--- config.mk ---
export PLATFORM = sky130hd
export DESIGN_NAME = tc_result_writeback
export DESIGN_NICKNAME = d
export VERILOG_FILES = /design/src/rtl/tc_result_writeback.sv
export SDC_FILE = /design/constraint.sdc
export NUM_CORES = 2
export LEC_CHECK = 0
export BUFFER_PORTS_ARGS = -buffer_cell sky130_fd_sc_hd__buf_2
export CORE_AREA = 4 4 385 387
export CTS_BUF_LIST = sky130_fd_sc_hd__clkbuf_16
export CTS_CLUSTER_SIZE = 25
export DETAILED_ROUTE_END_ITERATION = 10
export DIE_AREA = 0 0 389 391
export GPL_TIMING_DRIVEN = 0
export PLACE_DENSITY = 0.44
export REMOVE_ABC_BUFFERS = 1
export SYNTH_ARGS = -nofsm -noshare
export SYNTH_HDL_FRONTEND = slang
export SYNTH_SLANG_ARGS = --single-unit
--- constraint.sdc ---
create_clock -name clk -period 2.4 [get_ports clk]
set_input_delay 0.36 -clock clk [delete_from_list [all_inputs] [get_ports clk]]
set_output_delay 0.36 -clock clk [all_outputs]
set_load 0.1 [all_outputs]
--- src/rtl/tc_result_writeback.sv ---
// Tensor-core result writeback: buffers one SHAPE_M x SHAPE_N tile and replays it
// to the vector register file as NUM_THREAD-lane beats on consecutive registers.

module tc_wb_lane #(
  parameter int ELEMS      = 64,
  parameter int ELEM_W     = 8,
  parameter int NUM_THREAD = 8,
  parameter int CNT_W      = 3,
  parameter int LANE       = 0
) (
  input  logic [ELEMS-1:0][ELEM_W-1:0] tile_data,
  input  logic [ELEMS-1:0]             tile_mask,
  input  logic [CNT_W-1:0]             cnt,
  output logic [ELEM_W-1:0]            data,
  output logic                         mask
);
  localparam int IDX_W = $clog2(ELEMS);

  // Lane l of beat k carries element k*NUM_THREAD + l.
  logic [IDX_W-1:0] idx;
  assign idx  = IDX_W'(cnt) * IDX_W'(NUM_THREAD) + IDX_W'(LANE);
  assign data = tile_data[idx];
  assign mask = tile_mask[idx];
endmodule

module tc_result_writeback #(
  parameter int SHAPE_M    = 8,
  parameter int SHAPE_N    = 8,
  parameter int ELEM_W     = 8,
  parameter int NUM_THREAD = 8,
  parameter int DEPTH_WARP = 2
) (
  input  logic                              clk,
  input  logic                              rst,
  input  logic                              in_valid_i,
  output logic                              in_ready_o,
  input  logic [SHAPE_M*SHAPE_N*ELEM_W-1:0] result_i,
  input  logic [SHAPE_M*SHAPE_N*5-1:0]      fflags_i,
  input  logic [SHAPE_M*SHAPE_N-1:0]        elem_mask_i,
  input  logic [7:0]                        reg_idxw_i,
  input  logic [DEPTH_WARP-1:0]             warpid_i,
  output logic                              wb_valid_o,
  input  logic                              wb_ready_i,
  output logic [NUM_THREAD*ELEM_W-1:0]      wb_data_o,
  output logic [NUM_THREAD-1:0]             wb_mask_o,
  output logic [7:0]                        wb_reg_idxw_o,
  output logic [DEPTH_WARP-1:0]             wb_warpid_o,
  output logic                              wb_last_o,
  output logic [4:0]                        wb_fflags_o
);
  localparam int ELEMS = SHAPE_M * SHAPE_N;
  localparam int BEATS = ELEMS / NUM_THREAD;
  localparam int CNT_W = (BEATS > 1) ? $clog2(BEATS) : 1;

  typedef struct packed {
    logic [ELEMS-1:0][ELEM_W-1:0] data;
    logic [ELEMS-1:0][4:0]        fflags;
    logic [ELEMS-1:0]             mask;
    logic [7:0]                   reg_idxw;
    logic [DEPTH_WARP-1:0]        warpid;
  } tile_t;

  typedef enum logic {IDLE, DRAIN} state_t;

  state_t             state_q;
  logic [CNT_W-1:0]   cnt_q;
  tile_t              tile_q, tile_in;
  logic               draining, last_beat;

  assign tile_in.data     = result_i;
  assign tile_in.fflags   = fflags_i;
  assign tile_in.mask     = elem_mask_i;
  assign tile_in.reg_idxw = reg_idxw_i;
  assign tile_in.warpid   = warpid_i;

  assign draining  = (state_q == DRAIN);
  assign last_beat = draining && (cnt_q == CNT_W'(BEATS - 1));
  // Ready re-opens on the last beat's handshake so a queued tile lands with no bubble.
  assign in_ready_o = !draining || (last_beat && wb_ready_i);

  always_ff @(posedge clk) begin
    if (rst) begin
      state_q <= IDLE;
      cnt_q   <= '0;
      tile_q  <= '0;
    end else begin
      case (state_q)
        IDLE: begin
          if (in_valid_i) begin
            tile_q  <= tile_in;
            cnt_q   <= '0;
            state_q <= DRAIN;
          end
        end
        DRAIN: begin
          if (wb_ready_i) begin
            if (last_beat) begin
              cnt_q <= '0;
              if (in_valid_i) tile_q  <= tile_in;
              else            state_q <= IDLE;
            end else begin
              cnt_q <= cnt_q + CNT_W'(1);
            end
          end
        end
      endcase
    end
  end

  logic [NUM_THREAD-1:0][ELEM_W-1:0] lane_data;
  logic [NUM_THREAD-1:0]             lane_mask;

  for (genvar l = 0; l < NUM_THREAD; l++) begin : g_lane
    tc_wb_lane #(
      .ELEMS(ELEMS), .ELEM_W(ELEM_W), .NUM_THREAD(NUM_THREAD), .CNT_W(CNT_W), .LANE(l)
    ) u_lane (
      .tile_data(tile_q.data),
      .tile_mask(tile_q.mask),
      .cnt      (cnt_q),
      .data     (lane_data[l]),
      .mask     (lane_mask[l])
    );
  end

  // Masked-off elements never contribute exception flags.
  logic [4:0] ff_acc;
  always_comb begin
    ff_acc = '0;
    for (int e = 0; e < ELEMS; e++)
      ff_acc |= tile_q.fflags[e] & {5{tile_q.mask[e]}};
  end

  assign wb_valid_o    = draining;
  assign wb_data_o     = draining ? lane_data : '0;
  assign wb_mask_o     = draining ? lane_mask : '0;
  assign wb_reg_idxw_o = draining ? tile_q.reg_idxw + 8'(cnt_q) : '0;
  assign wb_warpid_o   = draining ? tile_q.warpid : '0;
  assign wb_last_o     = last_beat;
  assign wb_fflags_o   = last_beat ? ff_acc : '0;
endmodule

# After elaboration in Yosys (flattened, before gate mapping)
# Cells that the tools add are included.
[word_totals]
register_bits = 910
rom_bits = 0
in_bits = 910
output_inout_bits = 90
latch_bits = 0
n_memories = 0
elab_cells = 337
ramBits = 0
[op_classes]
shifts = 0
muxes = 49
n_bitwise = 128
n_mul = 0
magnitude_cmp = 8
add_sub_neg = 9
reduce_logical = 6
eq_ne = 4
div = 0
[op_table]
columns = ["operator", "count"]
rows = [
  ["$mux W906", 3],
  ["$pmux W906 S2", 1],
  ["$bmux W8 S6", 7],
  ["$and A5 B5 Y5", 64],
  ["$or A5 B5 Y5", 63],
  ["$mux W8", 10],
  ["$mux W64", 1],
  ["$lt A6 B7 Y1 const B", 8],
  ["$bmux W1 S6", 7],
  ["$add A6 B3 Y6 const B", 4],
  ["$bmux W8 S3", 1],
  ["$add A6 B2 Y6 const B", 2],
  ["$mux W1", 11],
  ["$mux W3", 3],
  ["$add A8 B3 Y8", 1],
  ["$add A6 B1 Y6 const B", 1],
  ["$pmux W3 S2", 1],
  ["$mux W5", 1],
  ["$ne A2 B2 Y1 const B", 2],
  ["$reduce_and A2 Y1", 2],
  ["$add A3 B1 Y3 const B", 1],
  ["$bmux W1 S3", 1],
  ["$eq A3 B3 Y1 const B", 1],
  ["$logic_and A1 B1 Y1", 2],
  ["other kinds (6)", 6],
]

# Longest topological paths before layout
[logic_depth]
depth_word = 65
mapped_depth = 10
ltp_nobuf = 7

# Cells and area by module
# From an unflattened synthesis, not the netlist that was laid out.
[hier_totals]
cells_unflattened = 4521
area_unflattened_um2 = 38376.8
[modules_own_cells]
columns = ["module", "cells_per_inst", "seq_area_each_um2", "instances", "area_each_um2"]
rows = [
  ["tc_result_writeback", 4265, 18217.5, 1, 33432.1],
  ["tc_wb_lane", 32, 0.0, 8, 618.1],
]

# Worst setup path after synthesis
# Ideal clock, no wire load.
[synth_path]
path_type = "reg-to-output"
startpoint = "register state_q, in the netlist wb_valid_o"
endpoint = "output port wb_reg_idxw_o[5]"
t_required_ns = 2.040
stages_incl_launch_ff = 4
arrival_ns = 3.712
path_buffers = 2
setup_slack_ns = -1.672
path_cell_list = "dfxtp_1 > buf_2 > clkbuf_1 > a21boi_0"
[synth_via]
elab_chain_len = 1
[synth_lines]
columns = ["element", "line", "rtl"]
rows = [
  ["from (decl)", "65", "state_t state_q;"],
  ["from (signal assigned)", "83", "state_q <= IDLE;"],
  ["from (signal assigned)", "92", "state_q <= DRAIN;"],
  ["from (signal assigned)", "100", "else state_q <= IDLE;"],
  ["$mux W8", "136", "assign wb_reg_idxw_o = draining ? tile_q.reg_idxw + 8'(cnt_q) : '0;"],
  ["to (decl)", "46", "output logic [7:0] wb_reg_idxw_o,"],
]
# No other way between the ends.

# Worst setup path in the final report
[layout_path]
startpoint = "register cnt_q[0]"
endpoint = "output port wb_reg_idxw_o[2]"
[layout_via]
elab_chain_len = 2
[layout_lines]
columns = ["element", "line", "rtl"]
rows = [
  ["from (decl)", "66", "logic [CNT_W-1:0] cnt_q;"],
  ["from (signal assigned)", "102", "cnt_q <= cnt_q + CNT_W'(1);"],
  ["$add A8 B3 Y8", "136", ""],
  ["$mux W8", "136", ""],
]
# No other way between the ends.

==> run metrics <==
run status finished with violations; failing checks setup timing; cell area after synthesis 0.0376 mm^2; initial antenna violation count 52; met1 usage 0.323; Ys Warns 0; RSZ-0062 raised after global routing yes; Async SR Flop Fraction 0; Slew @ Worst Pin 0.944 ns; crit path from cnt_q[0]; Period Utilization, post-route 1.30; vias per cell 5.02; GRT Resource Usage Total 0.257; VDD IR-drop max 0.623 mV; slew margin rel. 0.371; final wirelength 215000 um; fin area 0.0694 mm^2; met3 GRT Util 0.0488; wire length per cell 24.6 um; WP data required 2.04 ns; Syn Inst Count 4519; initial core utilization 0.259; Synth Area in Simple Gates 0.202; Post-DP Area 0.0448 mm^2; maximum fanout along the worst path 8; share of layout cells above drive strength 1 0.367; Post-Synth Adder-Cell Area 0.00220; die footprint 0.152 mm^2; CTS HTree Levels 3; Max Transition Viols Final 0; Sink Count 910; Vias 43800; CTS tree done; class of the worst hold path in -> reg; Cell Pwr Density 598 mW/mm^2; maxcap violations 0; Root Driver clkbuf_16; first-pass GRT wire length 291000 um; min cycle time layout 3.12 ns; mux share of post-synthesis cell area 0.106; area delta synth->final 84.6%; leak pwr 28.1 nW; Final Setup Violations 967; Worst setup SP type flop; drc violations 0; CTS clock-pin slew for the worst setup and hold paths 0.06 ns; Hold Fails Final Rpt 0; top_reg_cell synth dfxtp_1; crit path DAT 2.76 ns; clock tree buffer depth 3; height of the chip 391 um; Site Rows 140; Cell variety after synth 32; DRT Pass-1 Iters 5; setup TNS -280.48 ns; I/O pins 1000; vias in the first global route 43100; EDFF count, synth 0; Crit Path Class reg -> out; fin nets 7587; Post-Synth XOR/XNOR Area 0.000932; later-pin clock latency in the skew report 0.75 ns; Detailed Route Iter0 Violations 3587; main combinational cell family by area after synthesis simple AND/OR/NAND/NOR gates; RR Startpoint cnt_q[0]; register area share after synthesis 0.485; Min Hold Slack 0.192 ns; Final HPWL DP 124000 um; Die Width 389 um; Power Total 41.5 mW; area of the core 0.145 mm^2; met2 GRT Util 0.425; remaining antenna violation count after routing 0; pin count of the biggest net entering global routing 143; flops & latches, synth 910; CP Capture Type output port; Synth Area per Inst 8.31 um^2; Num CTS Buffers 107; clk_skew 0.0300 ns; global route total overflow 0; final worst setup slack -0.718 ns; Peak Freq 0.321 GHz; Final Wtd Congestion 0.832; Most Crowded Layer GR met2; hold path start wb_ready_i; IO buf count 999; Synth Area in Compound Gates 0.158
-- path summary, 6_finish.rpt --
path	to	slack, ns	depth (start not counted)
setup / recovery	wb_reg_idxw_o[2]	-0.72	9
hold / removal	cnt_q[1]	0.19	4
setup reg to reg	tile_q[420]	-0.41	20
hold reg to reg	tile_q[619]	0.45	2
-- synth_stat cells, types with 2 or more instances --
library cell     n  area share
mux4_2         144       0.086
and2_1           7      0.0012
buf_2          194       0.026
clkbuf_1       117       0.012
nand4_1         25      0.0042
buf_4           17      0.0034
nand3_1          6     0.00080
nor3_1          10      0.0013
nand2_1       1817        0.18
buf_6           10      0.0030
a21oi_1        914        0.12
mux2i_1         74       0.020
a221oi_1        45       0.010
ha_1             5      0.0017
or3_1            2     0.00033
nor2_1           3     0.00030
xnor2_1          2     0.00047
nor2b_1         74       0.012
a22o_1          45       0.010
o21ai_0          2     0.00027
a22oi_1         72       0.014
dfxtp_1        910        0.48
buf_1           13      0.0013
xor2_1           2     0.00047
a21boi_0         2     0.00040
-- state kept, by name (all words and copies together), names as in the netlist --
name	count
cnt_q	3
wb_valid_o	1
tile_q	906
-- worst max-delay path: stages (launching register included) --
cell	delay, ns
dfxtp_4	0.37
buf_16	0.15
buf_16	0.14
ha_4	0.16
fa_2	0.37
buf_4	0.15
buf_6	0.12
xor2_4	0.20
and2_4	0.19
buf_12	0.17
-- layer usage --
layer	vias to the layer above	wire length [um]
li1	19800	-
met1	21300	86700
met2	2062	99900
met3	578	16100
met4	14	12000
met5	-	88
-- kinds of logic (layout without fill, tap and decap cells) --
family	count (synthesis)	after routing
AND/OR/NAND/NOR	1946	1948
AO/OA/AOI/OAI	1082	1082
flip-flops	910	910
buffers and inverters	353	2594
multiplexers	218	218
adder cells (fa/ha/maj)	6	6
XOR/XNOR	4	4
other	0	50
-- per-stage QoR --
step / setup slack (ns) / cells / utilization
floorplan: -22.01 / 4168 / -
global placement: -45.12 / 7084 / 0.299
detailed placement: -2.10 / 7144 / 0.309
CTS: -0.776 / 8539 / 0.451
global route: -0.780 / 8700 / 0.478
finish: -0.718 / 8729 / 0.479
-- where the power goes --
group	internal (mW)	leakage (nW)	switching, mW
Combinational	4.60	18.9	4.22
Clock	8.72	1.74	7.20
Sequential	16.0	7.51	0.785
-- area by class of cell --
class | count | area, um^2
sequential | 910 | 18400
clock buffer | 108 | 2700
antenna | 50 | 125
timing repair buffer | 2392 | 24200
multi-input combinational | 3258 | 20900
fill | 13500 | 75500
inverter | 2 | 10.0
clock inverter | 92 | 628
tap | 1917 | 2400
-- layout by cell type, fill, tap and decap left out, types with 5 or more instances in the layout --
| master | netlist | layout |
|---|---|---|
| nor2b_2 | 0 | 10 |
| clkinv_1 | 0 | 23 |
| bufinv_16 | 0 | 5 |
| diode_2 | 0 | 50 |
| clkbuf_16 | 0 | 153 |
| ha_4 | 0 | 5 |
| nand2_8 | 0 | 11 |
| a221oi_1 | 45 | 15 |
| dfxtp_2 | 0 | 23 |
| dfxtp_1 | 910 | 849 |
| dlygate4sd3_1 | 0 | 908 |
| a21oi_2 | 1 | 199 |
| inv_1 | 1 | 26 |
| mux4_2 | 144 | 144 |
| buf_8 | 0 | 34 |
| nor3_2 | 0 | 5 |
| buf_6 | 10 | 79 |
| a22oi_2 | 0 | 5 |
| dfxtp_4 | 0 | 38 |
| a21oi_1 | 914 | 712 |
| buf_4 | 17 | 130 |
| buf_16 | 0 | 139 |
| a221oi_2 | 0 | 22 |
| a221oi_4 | 0 | 8 |
| mux2i_1 | 74 | 67 |
| nand2_1 | 1817 | 1462 |
| a22o_1 | 45 | 43 |
| nor2b_1 | 74 | 62 |
| clkinv_2 | 0 | 26 |
| a22oi_1 | 72 | 67 |
| bufbuf_16 | 0 | 23 |
| nand2_4 | 0 | 162 |
| buf_2 | 194 | 909 |
| nand2_2 | 0 | 184 |
| nand4_1 | 25 | 25 |
| buf_12 | 0 | 124 |
| nand3_1 | 6 | 5 |
-- timing repair --
item	in CTS	in global routing
gates cloned	119	62
endpoints found under the setup margin	996	951
buffers inserted	174	88
hold buffers	907	1
endpoints found under the hold margin	906	1
pin swaps	254	150
gates resized for setup	921	532
(Power assumes the default switching activity.)
